===== config.mk =====
export PLATFORM = sky130hd
export DESIGN_NAME = img_readout_packer
export DESIGN_NICKNAME = d
export VERILOG_FILES = /design/src/rtl/img_readout_packer.sv
export SDC_FILE = /design/constraint.sdc
export NUM_CORES = 1
export LEC_CHECK = 0
export ABC_AREA = 1
export BUFFER_PORTS_ARGS = -buffer_cell sky130_fd_sc_hd__buf_2
export CAP_MARGIN = 25
export CORE_MARGIN = 2
export CORE_UTILIZATION = 51
export CTS_BUF_LIST = sky130_fd_sc_hd__clkbuf_8
export CTS_CLUSTER_DIAMETER = 150
export CTS_CLUSTER_SIZE = 20
export DETAILED_ROUTE_END_ITERATION = 7
export PLACE_DENSITY = 0.67
export SLEW_MARGIN = 20
export SYNTH_ARGS = -nofsm -noshare
export SYNTH_HDL_FRONTEND = slang
export SYNTH_SLANG_ARGS = --single-unit

===== constraint.sdc =====
create_clock -name clk -period 7.2 [get_ports clk]
set_clock_uncertainty 0.05 [all_clocks]
set_input_delay 1.44 -clock clk [delete_from_list [all_inputs] [get_ports clk]]
set_output_delay 1.44 -clock clk [all_outputs]
set_load 0.05 [all_outputs]

===== src/rtl/img_readout_packer.sv =====
// img_readout_packer
// Accepts pixel words from the SDRAM readout stream, optionally keeps only the
// even-indexed pixels, and splits each kept pixel into OUT_W-bit beats held in
// a beat FIFO. The SPI side pulls beats one at a time and is told through
// chunk_ready when a full chunk, or the final short chunk, can be pulled
// without underrunning.
//
// state    | meaning
// ---------+-------------------------------------------------------------
// S_IDLE   | waiting for start; no pixels accepted
// S_RUN    | accepting pixels until cfg_pixelCount have been consumed
// S_DRAIN  | all pixels consumed; waiting for the FIFO to empty
// S_DONE   | one-cycle completion pulse, then back to S_IDLE

module img_readout_packer #(
    parameter int PIXEL_W     = 16,
    parameter int OUT_W       = 8,
    parameter int DEPTH       = 64,
    parameter int CHUNK_BEATS = 32,
    parameter int COUNT_W     = 24
) (
    input  logic               clk,
    input  logic               rst,
    input  logic               start,
    input  logic [COUNT_W-1:0] cfg_pixelCount,
    input  logic               cfg_skip,
    input  logic               in_valid,
    input  logic [PIXEL_W-1:0] in_data,
    output logic               in_ready,
    input  logic               out_ready,
    output logic               out_valid,
    output logic [OUT_W-1:0]   out_data,
    output logic               chunk_ready,
    output logic               busy,
    output logic               done,
    output logic               underrun
);

    localparam int R  = PIXEL_W / OUT_W;
    localparam int AW = $clog2(DEPTH);
    localparam int CW = AW + 1;
    localparam int BW = COUNT_W + 2;

    localparam logic [1:0] S_IDLE  = 2'd0;
    localparam logic [1:0] S_RUN   = 2'd1;
    localparam logic [1:0] S_DRAIN = 2'd2;
    localparam logic [1:0] S_DONE  = 2'd3;

    logic [1:0]         state;
    logic [COUNT_W-1:0] pix_count;
    logic               skip_odd;
    logic [COUNT_W-1:0] pix_idx;

    logic [OUT_W-1:0]   mem [DEPTH];
    logic [AW-1:0]      wr_ptr;
    logic [AW-1:0]      rd_ptr;
    logic [CW-1:0]      occ;
    logic [BW-1:0]      beats_left;
    logic               chunk_ready_q;
    logic               underrun_q;

    logic               start_ok;
    logic               accept;
    logic               wr_en;
    logic               pop;
    logic               last_pix;
    logic [COUNT_W-1:0] kept_pix;
    logic [BW-1:0]      kept_beats;

    // Handshake decode and start-time beat accounting.
    always_comb begin
        start_ok   = start && (state == S_IDLE);
        in_ready   = (state == S_RUN) && (occ <= CW'(DEPTH - R));
        accept     = in_valid && in_ready;
        // odd-indexed pixels are consumed but never written when decimating
        wr_en      = accept && !(skip_odd && pix_idx[0]);
        pop        = out_ready && (occ != '0);
        last_pix   = (pix_idx == (pix_count - COUNT_W'(1)));
        kept_pix   = cfg_skip ? ((cfg_pixelCount >> 1) + COUNT_W'(cfg_pixelCount[0]))
                              : cfg_pixelCount;
        kept_beats = BW'(kept_pix) * BW'(R);
    end

    // Output decode; out_data is forced to zero while the FIFO is empty so
    // stale storage never leaks onto the SPI mux.
    always_comb begin
        out_valid   = (occ != '0);
        out_data    = out_valid ? mem[rd_ptr] : '0;
        chunk_ready = chunk_ready_q;
        underrun    = underrun_q;
        busy        = (state != S_IDLE);
        done        = (state == S_DONE);
    end

    // Sequencing FSM: config latch, pixel index and state transitions.
    always_ff @(posedge clk) begin
        if (rst) begin
            state     <= S_IDLE;
            pix_count <= '0;
            skip_odd  <= 1'b0;
            pix_idx   <= '0;
        end else begin
            case (state)
                S_IDLE: begin
                    if (start) begin
                        pix_count <= cfg_pixelCount;
                        skip_odd  <= cfg_skip;
                        pix_idx   <= '0;
                        state     <= (cfg_pixelCount == '0) ? S_DONE : S_RUN;
                    end
                end
                S_RUN: begin
                    if (accept) begin
                        pix_idx <= pix_idx + COUNT_W'(1);
                        if (last_pix) begin
                            state <= S_DRAIN;
                        end
                    end
                end
                S_DRAIN: begin
                    if (occ == '0) begin
                        state <= S_DONE;
                    end
                end
                default: begin
                    state <= S_IDLE;
                end
            endcase
        end
    end

    // Beat storage: a kept pixel is written as R consecutive beats, LS slice first.
    always_ff @(posedge clk) begin
        if (wr_en) begin
            for (int k = 0; k < R; k++) begin
                mem[wr_ptr + AW'(k)] <= in_data[k*OUT_W +: OUT_W];
            end
        end
    end

    // FIFO pointers and occupancy; pointers wrap naturally modulo DEPTH.
    always_ff @(posedge clk) begin
        if (rst) begin
            wr_ptr <= '0;
            rd_ptr <= '0;
            occ    <= '0;
        end else begin
            if (wr_en) begin
                wr_ptr <= wr_ptr + AW'(R);
            end
            if (pop) begin
                rd_ptr <= rd_ptr + AW'(1);
            end
            occ <= occ + (wr_en ? CW'(R) : CW'(0)) - (pop ? CW'(1) : CW'(0));
        end
    end

    // Beats still owed to the consumer for the current transfer.
    always_ff @(posedge clk) begin
        if (rst) begin
            beats_left <= '0;
        end else if (start_ok) begin
            beats_left <= kept_beats;
        end else if (pop && (beats_left != '0)) begin
            beats_left <= beats_left - BW'(1);
        end
    end

    // Chunk availability, registered from the current occupancy: either a full
    // chunk is buffered or everything that is still owed is buffered.
    always_ff @(posedge clk) begin
        if (rst) begin
            chunk_ready_q <= 1'b0;
        end else begin
            chunk_ready_q <= (occ >= CW'(CHUNK_BEATS)) ||
                             ((BW'(occ) == beats_left) && (beats_left != '0));
        end
    end

    // Sticky underrun flag; a pull on an empty FIFO wins over a same-cycle start.
    always_ff @(posedge clk) begin
        if (rst) begin
            underrun_q <= 1'b0;
        end else if (out_ready && (occ == '0)) begin
            underrun_q <= 1'b1;
        end else if (start_ok) begin
            underrun_q <= 1'b0;
        end
    end

endmodule

# After elaboration in Yosys (flattened, before gate mapping)
# Memory sizes are Yosys's and may differ from the RTL's. A register that Yosys moved wholly into a read port is not among the register bits.
# Cells that the tools add are included.
# classes
add_sub_neg	9
reduce_logical	24
eq_ne	9
magnitude_cmp	2
mux	21
# ops
cell	count
24-bit 2-to-1 mux	3
25-bit 2-to-1 mux	2
24-bit case mux with 2 select lines	1
7-bit by 26-bit == test with 1-bit output	1
26-bit nonzero test	1
26-bit by 1-bit subtractor with 26-bit output (second input constant)	1
23-bit by 1-bit adder with 24-bit output	1
24-bit by 1-bit adder with 24-bit output (second input constant)	1
24-bit == test	1
24-bit zero test	1
24-bit by 1-bit subtractor with 24-bit output (second input constant)	1
6-bit by 1-bit adder with 6-bit output (second input constant)	2
2-bit 2-to-1 mux	6
6-bit 2-to-1 mux	2
1-bit logical AND	9
8-bit 2-to-1 mux	1
2-bit != test (second input constant)	4
2-bit nonzero test	4
7-bit by 2-bit adder with 7-bit output	1
7-bit by 6-bit greater-or-equal comparator with 1-bit output (second input constant)	1
7-bit by 6-bit <= comparator with 1-bit output (second input constant)	1
7-bit zero test	1
7-bit nonzero test	1
7-bit by 1-bit subtractor with 7-bit output	1
other kinds (12)	17
# word_totals
ff_bits	98
memories	1
ram_bits	512
out_inout_bits	14
# memory_table
name	words	word_bits	rd	rd_ports_with_merged_regs	wr	line	source
mem	64	8	1	1	2	54	logic [OUT_W-1:0] mem [DEPTH];

# Logic depth before layout (Yosys ltp)
# Gate-level depths: netlist of run 1.
# logic_depth
ltp_word	7
depth_mapped	19
ltp_nobuf	19

# Worst setup path after synthesis of run 1
# OpenSTA, ideal clock, no wires.
# synth_path
kind	reg-to-reg
start	register state[1]
end	memory mem[14][0], enable pin
path_stages_with_launch	9
t_arrival_ns	3.185
path_slack_ns	3.555
synth_period_minus_slack_ns	3.645
cell_sequence	dfxtp_1 inv_1 ha_1 inv_2 nor3_2 nand2_2 a21oi_4 inv_2 nor3_1
# synth_lines
element	line	source
start, declared	49	logic [1:0] state;
start signal, assigned	109	state <= (cfg_pixelCount == '0) ? S_DONE : S_RUN;
end, declared	54	

==> results of run 1 <==
==> layout make-up <==
class	instances	area, sq um
clock buffers	36	495.5
clock inverters	13	61.31
inverters	144	551.8
fillers	4504	23920
diodes	1	2.502
repair buffers	108	708.2
well taps	688	860.8
multi-input cells	1651	8715
flip-flops and latches	615	17450
==> state kept, by name, summed over array words and instances (netlist names), named ones only <==
signal	flops
pix_count	24
pix_idx	24
state	2
skip_odd	1
wr_ptr	5
underrun	1
rd_ptr	6
mem	512
chunk_ready	1
beats_left	26
occ	7
==> stage by stage <==
stage	power [mW]	hold slack (ns)	cell area, sq um
final	8.168	0.4274	28840
after CTS	8.173	0.4201	28820
after global placement	6.623	0.3920	28270
after global routing	8.624	0.4403	28840
after detailed placement	6.695	0.4017	28270
after floorplan	6.056	0.3766	27340
==> synthesized netlist by cell type (all sizes together) (15+ instances only) <==
library cell	number	area, sq um
nand3	135	690.7
xnor2	26	227.7
nand2	255	997.2
o22ai	37	237.7
buf	46	262.8
inv	141	531.8
nand4	29	187.7
o221ai	101	884.6
edfxtp	512	15370
a21oi	106	549.3
nor3	39	225.2
nor2	444	1732
o21ai	341	1725
xor2	39	341.6
dfxtp	103	2062
ha	30	375.4
clkbuf	103	391.6
o211ai	15	112.6
==> worst max-delay path, stage by stage (launching register included) <==
cell,delay (ns)
dfxtp_4,0.92
clkinv_2,0.96
buf_12,0.52
a32o_1,0.31
a21oi_1,0.10
o21ai_0,0.10
nand3_1,0.11
nand3_1,0.09
a21oi_1,0.23
buf_2,0.31
==> routing by layer <==
| metal | up-vias | wire length [um] | GRT usage |
|---|---|---|---|
| met1 | 9646 | 30990 | 0.3676 |
| met5 | - | 23 | 0 |
| met2 | 736 | 31680 | 0.3887 |
| met3 | 115 | 5566 | 0.03940 |
| met4 | 4 | 1836 | 0.07257 |
| li1 | 9140 | - | - |
==> power groups by stage <==
stage	Clock, mW	Sequential [mW]	Combinational [mW]
global placement	0	4.28	2.35
floorplan	0	4.19	1.86
finish	1.52	4.21	2.44
detailed placement	0	4.29	2.41
global route	1.67	4.23	2.72
CTS	1.55	4.21	2.42
==> worst max-delay path by stage <==
stage | start | endpoint | slack (ns) | depth (start not counted)
6_report | register | out_data[2] | 1.32 | 9
5_1_grt | register | out_data[5] | 1.02 | 9
4_1_cts | register | out_data[2] | 1.31 | 9
3_5_place_dp | register | out_data[2] | 2.06 | 9
3_3_place_gp | register | out_data[2] | 2.05 | 9
2_1_floorplan | state[1] | mem[14][0] | 3.56 | 8
==> cell families (layout without fill, tap and decap cells) <==
logic type / count (synthesis) / after routing / share of synthesized area
AO/OA/AOI/OAI: 632 / 632 / 0.1371
XOR/XNOR: 65 / 65 / 0.02082
adder cells (fa/ha/maj): 31 / 31 / 0.01446
buffers and inverters: 293 / 301 / 0.04385
flip-flops: 615 / 615 / 0.6378
other: 0 / 1 / 0
AND/OR/NAND/NOR: 923 / 923 / 0.1459
==> results.sh, run 1 <==
export IMPL_synth_seq_cells=615
export IMPL_core_area_sq_mm=0.05276
export IMPL_ctsHoldBuffers=0
export IMPL_cp_max_fo=77
export IMPL_rows=84
export IMPL_syn_area_sq_mm=0.02734
export IMPL_async_flop_share=0
export IMPL_finalHoldViolations=0
export IMPL_reg2regPathDepth=15
export IMPL_antenna_found_initial=3
export IMPL_r2r_setup_slack_ns=3.60
export IMPL_synth_area_per_cell_sq_um=10.68
export IMPL_synthFlopType="edfxtp_1"
export IMPL_place_hpwl_um=41190
export IMPL_power_share_clock=0.186
export IMPL_period_needed_ns=5.884
export IMPL_start_util=0.5181
export IMPL_die_area_sq_mm=0.05547
export IMPL_synth_edff_count=512
export IMPL_place_ws_ns=2.058
export IMPL_swShare=0.3630
export IMPL_layout_nets=2633
export IMPL_vias=19641
export IMPL_worstHoldPathCells=1
export IMPL_max_clock_path_buffers=3
export IMPL_cts_tree="done"
export IMPL_hp_start="rd_ptr[3]"
export IMPL_hp_class="register to register"
export IMPL_layoutNonFillerInstCount=3256
export IMPL_critPathKind="register to primary output"
export IMPL_power_density_mw_per_mm2=283.2
export IMPL_status="completed"
export IMPL_drv_slew=0
export IMPL_finalCritPeriodShare=0.8172
export IMPL_crit_arrival_ns=4.39
export IMPL_cts_buffers=36
export IMPL_drtIter0Drc=2105
export IMPL_io_buffers=59
export IMPL_combPwrFrac=0.298
export IMPL_timing_final_ws_setup_ns=1.316
export IMPL_postLayoutCoreUtil=0.5466
export IMPL_clock_sinks=615
export IMPL_p_int_mw=5.203
export IMPL_syn_to_final_growth_pct=5.497
export IMPL_report_final_setup_viol=0
export IMPL_vias_per_cell=6.032
export IMPL_yosysWarnings=0
export IMPL_path_clk_slew_ns=0.12
export IMPL_h_tree_depth=2
export IMPL_wl_per_cell_um=21.53
export IMPL_cp_required_ns=5.71
export IMPL_grt_pass1_wl_um=108700
export IMPL_layout_common_cells="512 x edfxtp_1, 430 x nor2_1, 330 x o21ai_0, 242 x nand2_1, 140 x inv_1"
export IMPL_r2r_end="occ[5]"
export IMPL_p_leak_nw=9.723
export IMPL_pin_count=60
export IMPL_drc_errors=0
export IMPL_gr_usage_all_layers=0.2509
export IMPL_die_width_um=235.5
export IMPL_cp_end_kind="primary output"
export IMPL_drive_gt1_frac=0.08259
export IMPL_rr_startpoint="state[1]"
export IMPL_synth_nets=2636
export IMPL_max_slew_margin=0.3912
export IMPL_setup_tns_ns=0
export IMPL_grt_max_degree=145
export IMPL_dpl_cell_count=3205
export IMPL_antenna_left=0
export IMPL_startpoint_type="register"
export IMPL_first_pass_iters=5
export IMPL_yosysSeqAreaShare=0.6378
export IMPL_max_freq_mhz=170.0
export IMPL_rsz0062_at_grt="no"
export IMPL_seqPwrFrac=0.515
export IMPL_post_cts_setup_buffers=0
export IMPL_tightest_slew_ns=0.9122
export IMPL_max_cap_viol_count=0
export IMPL_cts_repair_resized=0
export IMPL_cts_root_buffer="clkbuf_8"
export IMPL_die_height_um=235.5
export IMPL_p_sw_mw=2.965
export IMPL_netlist_instances=2559
export IMPL_synth_cell_types=59
export IMPL_gp_congestion=0.8755
export IMPL_grt_pass1_vias=18661
export IMPL_final_common_cell="edfxtp_1"
export IMPL_irDropWorstVdd_mv=0.2238
export IMPL_wl_um=70100
export IMPL_grt_overflow=0
export IMPL_clk_latency_ns=0.65
Note: power is estimated with default switching activity, not from simulation.
==> run 2, diff against run 1 <==
--- a/config.mk
+++ b/config.mk
@@ -14,7 +14,7 @@
 export CTS_CLUSTER_DIAMETER = 150
 export CTS_CLUSTER_SIZE = 20
 export DETAILED_ROUTE_END_ITERATION = 7
-export PLACE_DENSITY = 0.67
+export PLACE_DENSITY = 0.7
 export SLEW_MARGIN = 20
 export SYNTH_ARGS = -nofsm -noshare
 export SYNTH_HDL_FRONTEND = slang
==> constraint.sdc (replaced) <==
create_clock -name clk -period 4.9 [get_ports clk]
set_clock_uncertainty 0.05 [all_clocks]
set_input_delay 0.98 -clock clk [delete_from_list [all_inputs] [get_ports clk]]
set_output_delay 0.98 -clock clk [all_outputs]
set_load 0.05 [all_outputs]
==> run 2 against run 1 <==
Compared with the run above:
- worst setup slack got worse by 0.97 ns
- clock power increased by 48%
- design area increased by 0.49%
- final cell count increased by 0.49%
- clock-buffer cell count unchanged
- non-clock buffer count increased by 9
- first-iteration DRC count increased by 8.1%
- combinational power increased by 55%
- global-route usage increased by 0.38 points
- critical path type unchanged
- critical endpoint is now out_data[1]
- largest power group unchanged
==> results.sh, run 2 (same netlist as run 1, synthesis figures left out) <==
export IMPL_cts_buffers=36
export IMPL_syn_to_final_growth_pct=6.019
export IMPL_drtIter0Drc=2275
export IMPL_critPathMaxStageDelay_ns=0.50
export IMPL_top_regs="mem: 512 flops, beats_left: 26 flops"
export IMPL_place_hpwl_um=43120
export IMPL_hp_start="rd_ptr[3]"
export IMPL_report_final_setup_viol=0
export IMPL_first_pass_iters=5
export IMPL_io_buffers=59
export IMPL_post_cts_setup_buffers=0
export IMPL_grt_overflow=0
export IMPL_r2r_end="occ[5]"
export IMPL_clk_latency_ns=0.66
export IMPL_reg2regPathDepth=15
export IMPL_max_clock_path_buffers=3
export IMPL_cts_root_buffer="clkbuf_8"
export IMPL_max_cap_viol_count=0
export IMPL_layout_common_cells="512 x edfxtp_1, 430 x nor2_1, 330 x o21ai_0, 242 x nand2_1, 147 x inv_1"
export IMPL_grt_pass1_wl_um=110500
export IMPL_ctsHoldBuffers=0
export IMPL_drive_gt1_frac=0.08556
export IMPL_crit_buf_inv=3
export IMPL_cts_tree="done"
export IMPL_start_util=0.5181
export IMPL_path_clk_slew_ns=0.12
export IMPL_rr_startpoint="state[1]"
export IMPL_cts_repair_resized=0
export IMPL_antenna_found_initial=1
export IMPL_drc_errors=0
export IMPL_total_power_mw=12.14
export IMPL_crit_top_cell="nand3_1"
export IMPL_crit_arrival_ns=3.53
export IMPL_r2r_setup_slack_ns=1.38
export IMPL_hp_class="register to register"
export IMPL_grt_pass1_vias=19108
export IMPL_gp_congestion=0.9267
export IMPL_rows=84
export IMPL_path_cells="inv_6, buf_4, o21ai_0, o221ai_1, nand3_1, nand3_1, nand3_1, a21oi_1, buf_2"
export IMPL_max_slew_margin=0.3497
export IMPL_rsz0062_at_grt="no"
export IMPL_worstHoldPathCells=1
export IMPL_final_common_cell="edfxtp_1"
export IMPL_largest_reg_flops=512
export IMPL_cp_top_family="buffers and inverters"
export IMPL_cp_max_fo=50
export IMPL_drv_slew=0
export IMPL_critPathKind="register to primary output"
export IMPL_cp_end_kind="primary output"
export IMPL_fin_area_sq_mm=0.02898
export IMPL_max_freq_mhz=219.5
export IMPL_hold_slack_ns=0.4243
export IMPL_h_tree_depth=2
export IMPL_vias=19974
export IMPL_gr_usage_all_layers=0.2548
export IMPL_die_area_sq_mm=0.05547
export IMPL_finalHoldViolations=0
export IMPL_grt_max_degree=125
export IMPL_power_density_mw_per_mm2=419.0
export IMPL_top_register="mem"
export IMPL_clock_sinks=615
export IMPL_core_area_sq_mm=0.05276
export IMPL_die_height_um=235.5
export IMPL_wl_per_cell_um=21.92
export IMPL_finalCritPeriodShare=0.9299
export IMPL_tightest_slew_ns=0.9754
export IMPL_wl_um=71740
export IMPL_vias_per_cell=6.105
export IMPL_nFillCells=4489
export IMPL_critPathSlowestCell="buf_4"
export IMPL_startpoint_type="register"
export IMPL_setup_tns_ns=0
export IMPL_pin_count=60
export IMPL_postLayoutCoreUtil=0.5493
export IMPL_cp_required_ns=3.87
export IMPL_antenna_left=0
export IMPL_status="completed"
export IMPL_layout_nets=2642
export IMPL_period_needed_ns=4.557
export IMPL_p_leak_nw=9.818
export IMPL_placed_area_sq_mm=0.02837
export IMPL_die_width_um=235.5
export IMPL_irDropWorstVdd_mv=0.2042
[run 2: worst max-delay path by stage]
stage	slack (ns)	end	startpoint	cells after the start
CTS	0.36	out_data[1]	register	9
floorplan	1.26	mem[14][0]	state[1]	8
detailed placement	1.10	out_data[1]	register	9
global route	0.19	out_data[0]	register	9
finish	0.34	out_data[1]	register	9
global placement	1.09	out_data[1]	register	9
[run 2: per-layer routing]
layer | up-vias | global-route usage | share of wire | wire [um]
met2 | 892 | 0.4070 | 0.46 | 33220
met1 | 9792 | 0.3646 | 0.42 | 30390
met3 | 124 | 0.03330 | 0.086 | 6168
li1 | 9166 | - | - | -
met4 | 0 | 0.07933 | 0.027 | 1960
met5 | - | 0 | 0 | 0
[run 2: final cells by class]
cell class / count / area (sq um) / share of cell area
antenna: 1 / 2.502 / 0.00008634
clock buffer: 36 / 495.5 / 0.01710
clock inverter: 20 / 87.58 / 0.003022
inverter: 144 / 550.5 / 0.01899
multi-input combinational: 1651 / 8715 / 0.3007
sequential: 615 / 17450 / 0.6019
tap: 688 / 860.8 / 0.02970
timing repair buffer: 117 / 825.8 / 0.02849
[run 2: through the flow]
stage	setup slack, ns	std cells
after floorplan	1.255	2559
after CTS	0.3566	3270
after global placement	1.090	3214
after detailed placement	1.104	3214
after global routing	0.1902	3272
final	0.3435	3272
[run 2: report_power, final]
part           switching (mW)  internal, mW
registers               0.254          5.87
logic                    2.65          1.12
clock network            1.55         0.697
total                    4.46          7.69
